**src/rtl/mult_error_monitor.sv**
```systemverilog
// Error statistics monitor for an approximate signed multiplier: over a run of
// N_SAMPLES accepted samples it counts mismatches and tracks sum/max of |error|.
module mult_error_monitor #(
  parameter int W         = 4,
  parameter int N_SAMPLES = 256,
  parameter int SUM_W     = 16,
  localparam int CNT_W    = $clog2(N_SAMPLES + 1)
) (
  input  logic                clk,
  input  logic                rst,
  input  logic                start,
  input  logic                in_valid,
  input  logic [W-1:0]        y_approx,
  input  logic [W-1:0]        y_exact,
  output logic                busy,
  output logic                done,
  output logic [CNT_W-1:0]    sample_count,
  output logic [CNT_W-1:0]    err_count,
  output logic [SUM_W-1:0]    sum_abs_err,
  output logic [W-1:0]        max_abs_err
);

  // Accumulator add is done one bit wider than the larger operand so the
  // carry out is visible for saturation even when SUM_W < W.
  localparam int ACC_W = ((SUM_W > W) ? SUM_W : W) + 1;
  localparam logic [ACC_W-1:0] SUM_MAX = {{(ACC_W - SUM_W){1'b0}}, {SUM_W{1'b1}}};

  typedef enum logic [1:0] {IDLE, RUN, DONE} state_t;

  state_t             state_q, state_d;
  logic [CNT_W-1:0]   cnt_q, cnt_d;
  logic [CNT_W-1:0]   err_q, err_d;
  logic [SUM_W-1:0]   sum_q, sum_d;
  logic [W-1:0]       max_q, max_d;
  logic               busy_q, done_q;

  logic signed [W:0]  diff;
  logic [W-1:0]       abs_err;
  logic [ACC_W-1:0]   sum_ext;

  always_comb begin
    diff    = $signed({y_approx[W-1], y_approx}) - $signed({y_exact[W-1], y_exact});
    abs_err = diff[W] ? W'(-diff) : W'(diff);
    sum_ext = ACC_W'(sum_q) + ACC_W'(abs_err);

    state_d = state_q;
    cnt_d   = cnt_q;
    err_d   = err_q;
    sum_d   = sum_q;
    max_d   = max_q;

    unique case (state_q)
      IDLE, DONE: begin
        if (start) begin
          state_d = RUN;
          cnt_d   = '0;
          err_d   = '0;
          sum_d   = '0;
          max_d   = '0;
        end
      end
      RUN: begin
        if (in_valid) begin
          cnt_d = cnt_q + CNT_W'(1);
          if (diff != '0) err_d = err_q + CNT_W'(1);
          if (abs_err > max_q) max_d = abs_err;
          sum_d = (sum_ext > SUM_MAX) ? '1 : SUM_W'(sum_ext);
          if (cnt_q == CNT_W'(N_SAMPLES - 1)) state_d = DONE;
        end
      end
      default: state_d = IDLE;
    endcase
  end

  always_ff @(posedge clk) begin
    if (rst) begin
      state_q <= IDLE;
      cnt_q   <= '0;
      err_q   <= '0;
      sum_q   <= '0;
      max_q   <= '0;
      busy_q  <= 1'b0;
      done_q  <= 1'b0;
    end else begin
      state_q <= state_d;
      cnt_q   <= cnt_d;
      err_q   <= err_d;
      sum_q   <= sum_d;
      max_q   <= max_d;
      busy_q  <= (state_d == RUN);
      done_q  <= (state_d == DONE);
    end
  end

  assign busy         = busy_q;
  assign done         = done_q;
  assign sample_count = cnt_q;
  assign err_count    = err_q;
  assign sum_abs_err  = sum_q;
  assign max_abs_err  = max_q;

endmodule
```
**config.mk**
```make
export PLATFORM = sky130hd
export DESIGN_NAME = mult_error_monitor
export DESIGN_NICKNAME = d
export VERILOG_FILES = /design/src/rtl/mult_error_monitor.sv
export SDC_FILE = /design/constraint.sdc
export NUM_CORES = 1
export LEC_CHECK = 0
export ABC_AREA = 1
export CAP_MARGIN = 10
export CORE_MARGIN = 2
export CORE_UTILIZATION = 57
export CTS_BUF_LIST = sky130_fd_sc_hd__clkbuf_8 sky130_fd_sc_hd__clkbuf_16
export CTS_CLUSTER_SIZE = 10
export DETAILED_ROUTE_END_ITERATION = 10
export HOLD_SLACK_MARGIN = 0.06
export PLACE_DENSITY = 0.95
export SLEW_MARGIN = 0
export SYNTH_ARGS = -nofsm -noshare
export SYNTH_HDL_FRONTEND = slang
export SYNTH_SLANG_ARGS = --single-unit
```
**constraint.sdc**
```tcl
create_clock -name clk -period 9.15 [get_ports clk]
set_input_delay 1.83 -clock clk [delete_from_list [all_inputs] [get_ports clk]]
set_output_delay 1.83 -clock clk [all_outputs]
set_load 0.01 [all_outputs]
```
* Word-level counts from Yosys, hierarchy flattened *
Cells that the tools add are included.

word-level totals
  word-level logic and storage cells = 49
  latch bits = 0
  memories = 0
  flip-flop bits (word level) = 42
  memory bits (writable) = 0
  output and inout port bits = 40
  ROM bits = 0

cells by class
  reductions and logical operators = 7
  eq/ne operators = 9
  shift operators = 0
  bitwise operators = 0
  $mul = 0
  $add $sub $neg = 5
  multiplexer cells = 19
  div/mod/pow operators = 0
  $lt $le $gt $ge = 2

operators with widths
  operator              count
  $mux 16               3
  $mux 9                4
  $pmux 9 s2            2
  $pmux 16 s2           1
  $add 9x1->9 const B   2
  $add 16x4->17         1
  $gt 17x16->1 const B  1
  $mux 4                4
  $eq 9x8->1 const B    1
  $ne 2x2->1 const B    4
  $pmux 4 s2            1
  $reduce_and 4->1      2
  $mux 2                3
  $reduce_bool 5->1     1
  $sub 4x4->5           1
  $eq 2x1->1 const B    2
  $eq 2x2->1 const B    2
  $gt 4x4->1            1
  $neg 4->4             1
  $pmux 2 s2            1
  $reduce_and 3->1      1
  $logic_not 2->1       1
  $reduce_bool 2->1     1
  $reduce_or 2->1       1

* Logic depth before layout (Yosys ltp) *
  depth after elaboration = 8
  depth in mapped cells = 22
  gate-level depth less buffers = 22

* Least setup slack after synthesis *
No wires, ideal clock.

  path type = input-to-reg
  start point = in y_approx[0]
  end point = reg sum_q[15], in the netlist sum_abs_err[15]
  required time = 9015 ps
  setup slack = 4835 ps
  setup time = 135 ps
  arrival time = 4179 ps
  stages = 17
  path through = inv_1 -> ha_1 -> inv_1 -> fa_1 -> inv_1 -> ha_1 -> nand2_1 -> o21ai_0 -> fa_1 -> nand2_1 -> inv_1 -> a21oi_1 -> nor2_1 -> nand3_1 -> nand3_1 -> nand2_1 -> a21oi_1

on the way
  cells in the longest elaborated chain, start to end = 8

ends and longest elaborated chain
  element               RTL line  text
  start, declared       13        input logic [W-1:0] y_approx,
  $sub 4x4->5 *         42        diff = $signed({y_approx[W-1], y_approx}) - $signed({y_exact[W-1], y_exact});
  $neg 4->4             43        abs_err = diff[W] ? W'(-diff) : W'(diff);
  $mux 4 *              43
  $add 16x4->17 *       44        sum_ext = ACC_W'(sum_q) + ACC_W'(abs_err);
  $gt 17x16->1          67        sum_d = (sum_ext > SUM_MAX) ? '1 : SUM_W'(sum_ext);
  $mux 16 *             67
  $mux 16 *             63        if (in_valid) begin
  $pmux 16 s2 *         52        unique case (state_q)
  end signal, assigned  88        sum_q <= sum_d;
  end, declared         33        logic [SUM_W-1:0] sum_q, sum_d;

Mark *: on every way between the ends. The rest lies on a longest branch, timed or not. The select of a mux whose other input is x is not followed.
A chain may end at the register's enable or synchronous reset.

* Worst setup path after layout *
Ends and elaborated chain as after synthesis.

==> metrics.yaml <==
grt_pass1_vias: 2570
cap_viol_max_count: 0
wirelength_um: 6790
period_needed_ps: 4780
drive_gt1_share_pct: 9.76
place_hpwl_um: 4770
dr_total_vias: 2846
clock-root-buffer: "clkbuf_8"
ys_seq_area_share_pct: 29.9
antenna_found_initial: 0
nNetsFinal: 491
synth_compound_area_share_pct: 11.6
core_region_area_mm2: 0.00475
critical_path_class: "in2reg"
htree_levels: 2
rows: 25
start_kind: "primary input"
vias_per_cell: 5.39
worst_path_max_delay_cell: "fa_1"
antenna_cells: 0
postCtsSetupBuffers: 0
fill_cells: 379
grt_max_degree: 37
io_buffers: 51
path_clk_slew_ps: 80
synth_fa_ha_area_share_pct: 8.98
finalSetupTns_ps: 0
synth_warnings: 0
synthArstFlopShare_pct: 0
crit_chain: "clkdlybuf4s50_1 > inv_1 > ha_1 > inv_1 > fa_1 > inv_1 > ha_1 > nand2_1 > o21ai_0 > fa_1 > nand2_1 > inv_1 > a21oi_1 > nor2_1 > nand3_1 > nand3_1 > nand2_1 > a21oi_1"
irDropWorstVdd_v: 0.0000611
clock_skew_ps: 7.10
worstPathArrival_ps: 4960
critPathRequiredTime_ps: 9330
synthToLayoutAreaGrowth_pct: 23.4
critPathMaxStageDelay_ps: 520
synth_area_mm2: 0.00282
synth_top_area_cell: "dfxtp_1"
synth-simple-area-share_pct: 36.7
setup_viol: 0
synthCells: 410
synth_mux_area_share_pct: 0
cts_buffer_depth: 2
synth_top_family_by_area: "simple AND/OR/NAND/NOR gates"
hp-class: "reg2reg"
r2r_slack_ps: 7230
start_util_pct: 59.2
total_leakage_power_nw: 1.42
num_io_pins: 52
totalPowerFinal_uw: 440
worst_pin_slew_ps: 640
dieArea_mm2: 0.00552
finalWeightedCongestion: 0.894
clk_latency_ps: 310
synth_edf_count: 0
die_x_um: 74.3
cts.repair.resized: 0
fmax_mhz: 209
syn-num-nets: 441
synth.top_cell.area_share_pct: 29.9
cp-end-kind: "flip-flop"
ys_ff_latch: 42
grt_pass1_wl_um: 11500
cts_buffers: 5
drc: 0
rsz0062_at_grt: "no"
synthFlopType: "dfxtp_1"
drt_first_pass_iters: 7
ant_nets: 0
track_usage_pct: 26.5
hold_ws_ps: 506
fin_crit_sh_pct: 52.2
slew_headroom_pct: 56.9
hold_viol: 0
grt_overflow: 0
drv_slew: 0
dp.cells: 520
avgSynthCellArea_um2: 6.87
cts_sinks: 42
final_cell_area_mm2: 0.00347
cpMostUsedCell: "inv_1"
outcome: "finished clean"
crit_fanout: 4
stdcell_count: 528
synth-xor-area-share_pct: 4.31
post_dp_cell_area_mm2: 0.00336
synth_area_leaders: "dfxtp_1 30%, nand2_1 17%, ha_1 7.6%, nand3_1 6.2%, a21oi_1 5.9%"
cts_hold_buf: 0
cts_tree: "built"
powerDensity_mw_per_mm2: 127
ys_types: 37
dieHeight_um: 74.3
drtIter0Drc: 189
wl_per_cell_um: 12.9
==> worst paths after layout <==
path / start / endpoint / cells past startpoint
max reg2reg: sum_abs_err[0] / sum_abs_err[15] / 10
min reg2reg: err_count[8] / err_count[8] / 2
max: y_approx[0] / sum_abs_err[15] / 18
min: err_count[8] / err_count[8] / 2
==> through the flow <==
step | util, % | worst slack [ps]
2_1_floorplan | - | 4840
3_3_place_gp | 70.7 | 4160
3_5_place_dp | 70.7 | 4100
4_1_cts | 73.1 | 4420
5_1_grt | 73.1 | 4130
6_report | 73.1 | 4370
==> cell families (layout without fill, tap and decap cells) <==
logic type,count (synthesis),count (layout)
compound gates,56,56
simple gates,222,222
flops,42,42
fa+ha+maj,19,19
xor+xnor,13,13
buf+inv,58,109
==> state kept, by name (all words and copies together) (netlist names) <==
register      flops
sum_abs_err      16
done              1
max_abs_err       4
sample_count      9
err_count         9
state_q           2
busy              1
==> final cells by class <==
cell class / instances / area, µm² / area share (%)
tap: 67 / 83.8 / 2.41
timing repair buffer: 52 / 518 / 14.9
clock inverter: 3 / 43.8 / 1.26
inverter: 49 / 184 / 5.29
multi-input combinational: 310 / 1740 / 49.9
clock buffer: 5 / 68.8 / 1.98
sequential: 42 / 841 / 24.2
==> synth_stat cells (2+ instances only) <==
cell	count
nand2_1	124
inv_1	44
dfxtp_1	42
nand3_1	35
a21oi_1	33
nor2_1	31
ha_1	17
a21oi_2	10
o21ai_0	7
xor2_1	7
inv_2	5
nand2_2	5
nand3_2	5
xnor2_1	5
clkbuf_1	4
nand2_4	4
nand4_1	4
nor3_1	3
buf_2	2
buf_6	2
fa_1	2
nand3b_1	2
nor2_2	2
o21bai_1	2
==> routing by layer <==
layer  wire length, µm  vias up  part of all wire, %  global-route usage, %
met5                 0        -                    0                      0
met4               142        0                  2.1                   10.3
met3               356       19                  5.2                   4.07
met2              3420      103                   50                   46.8
met1              2870     1303                   42                   32.4
li1                  -     1421                    -                      -
==> placed cells by master (no fill, tap or decap), types with 2 or more instances in the layout <==
cell / instances
dfxtp_1: 42
a21oi_1: 33
nand2_2: 5
clkdlybuf4s50_1: 51
nand3_2: 5
xor2_1: 7
inv_1: 44
ha_1: 17
nand2_4: 4
o21ai_0: 7
fa_1: 2
nand3b_1: 2
o21bai_1: 2
a21oi_2: 10
nor2_1: 31
inv_2: 5
xnor2_1: 5
nand2_1: 124
nand4_1: 4
nor3_1: 3
nor2_2: 2
clkbuf_8: 5
nand3_1: 35
==> power by group <==
group	switching (mW)	internal, mW	total [mW]
Clock	0.0710	0.0819	0.153
Sequential	0.00382	0.186	0.190
Combinational	0.0604	0.0370	0.0974
Total	0.135	0.305	0.440
==> critical path, delay by kind of cell <==
family	cells	cell delay, ps
adders and majority gates	4	1350
AOI/OAI and AO/OA	3	530
and+or+nand+nor	6	510
buffers and inverters	5	730
No activity file was read; power rests on OpenSTA's default activity.
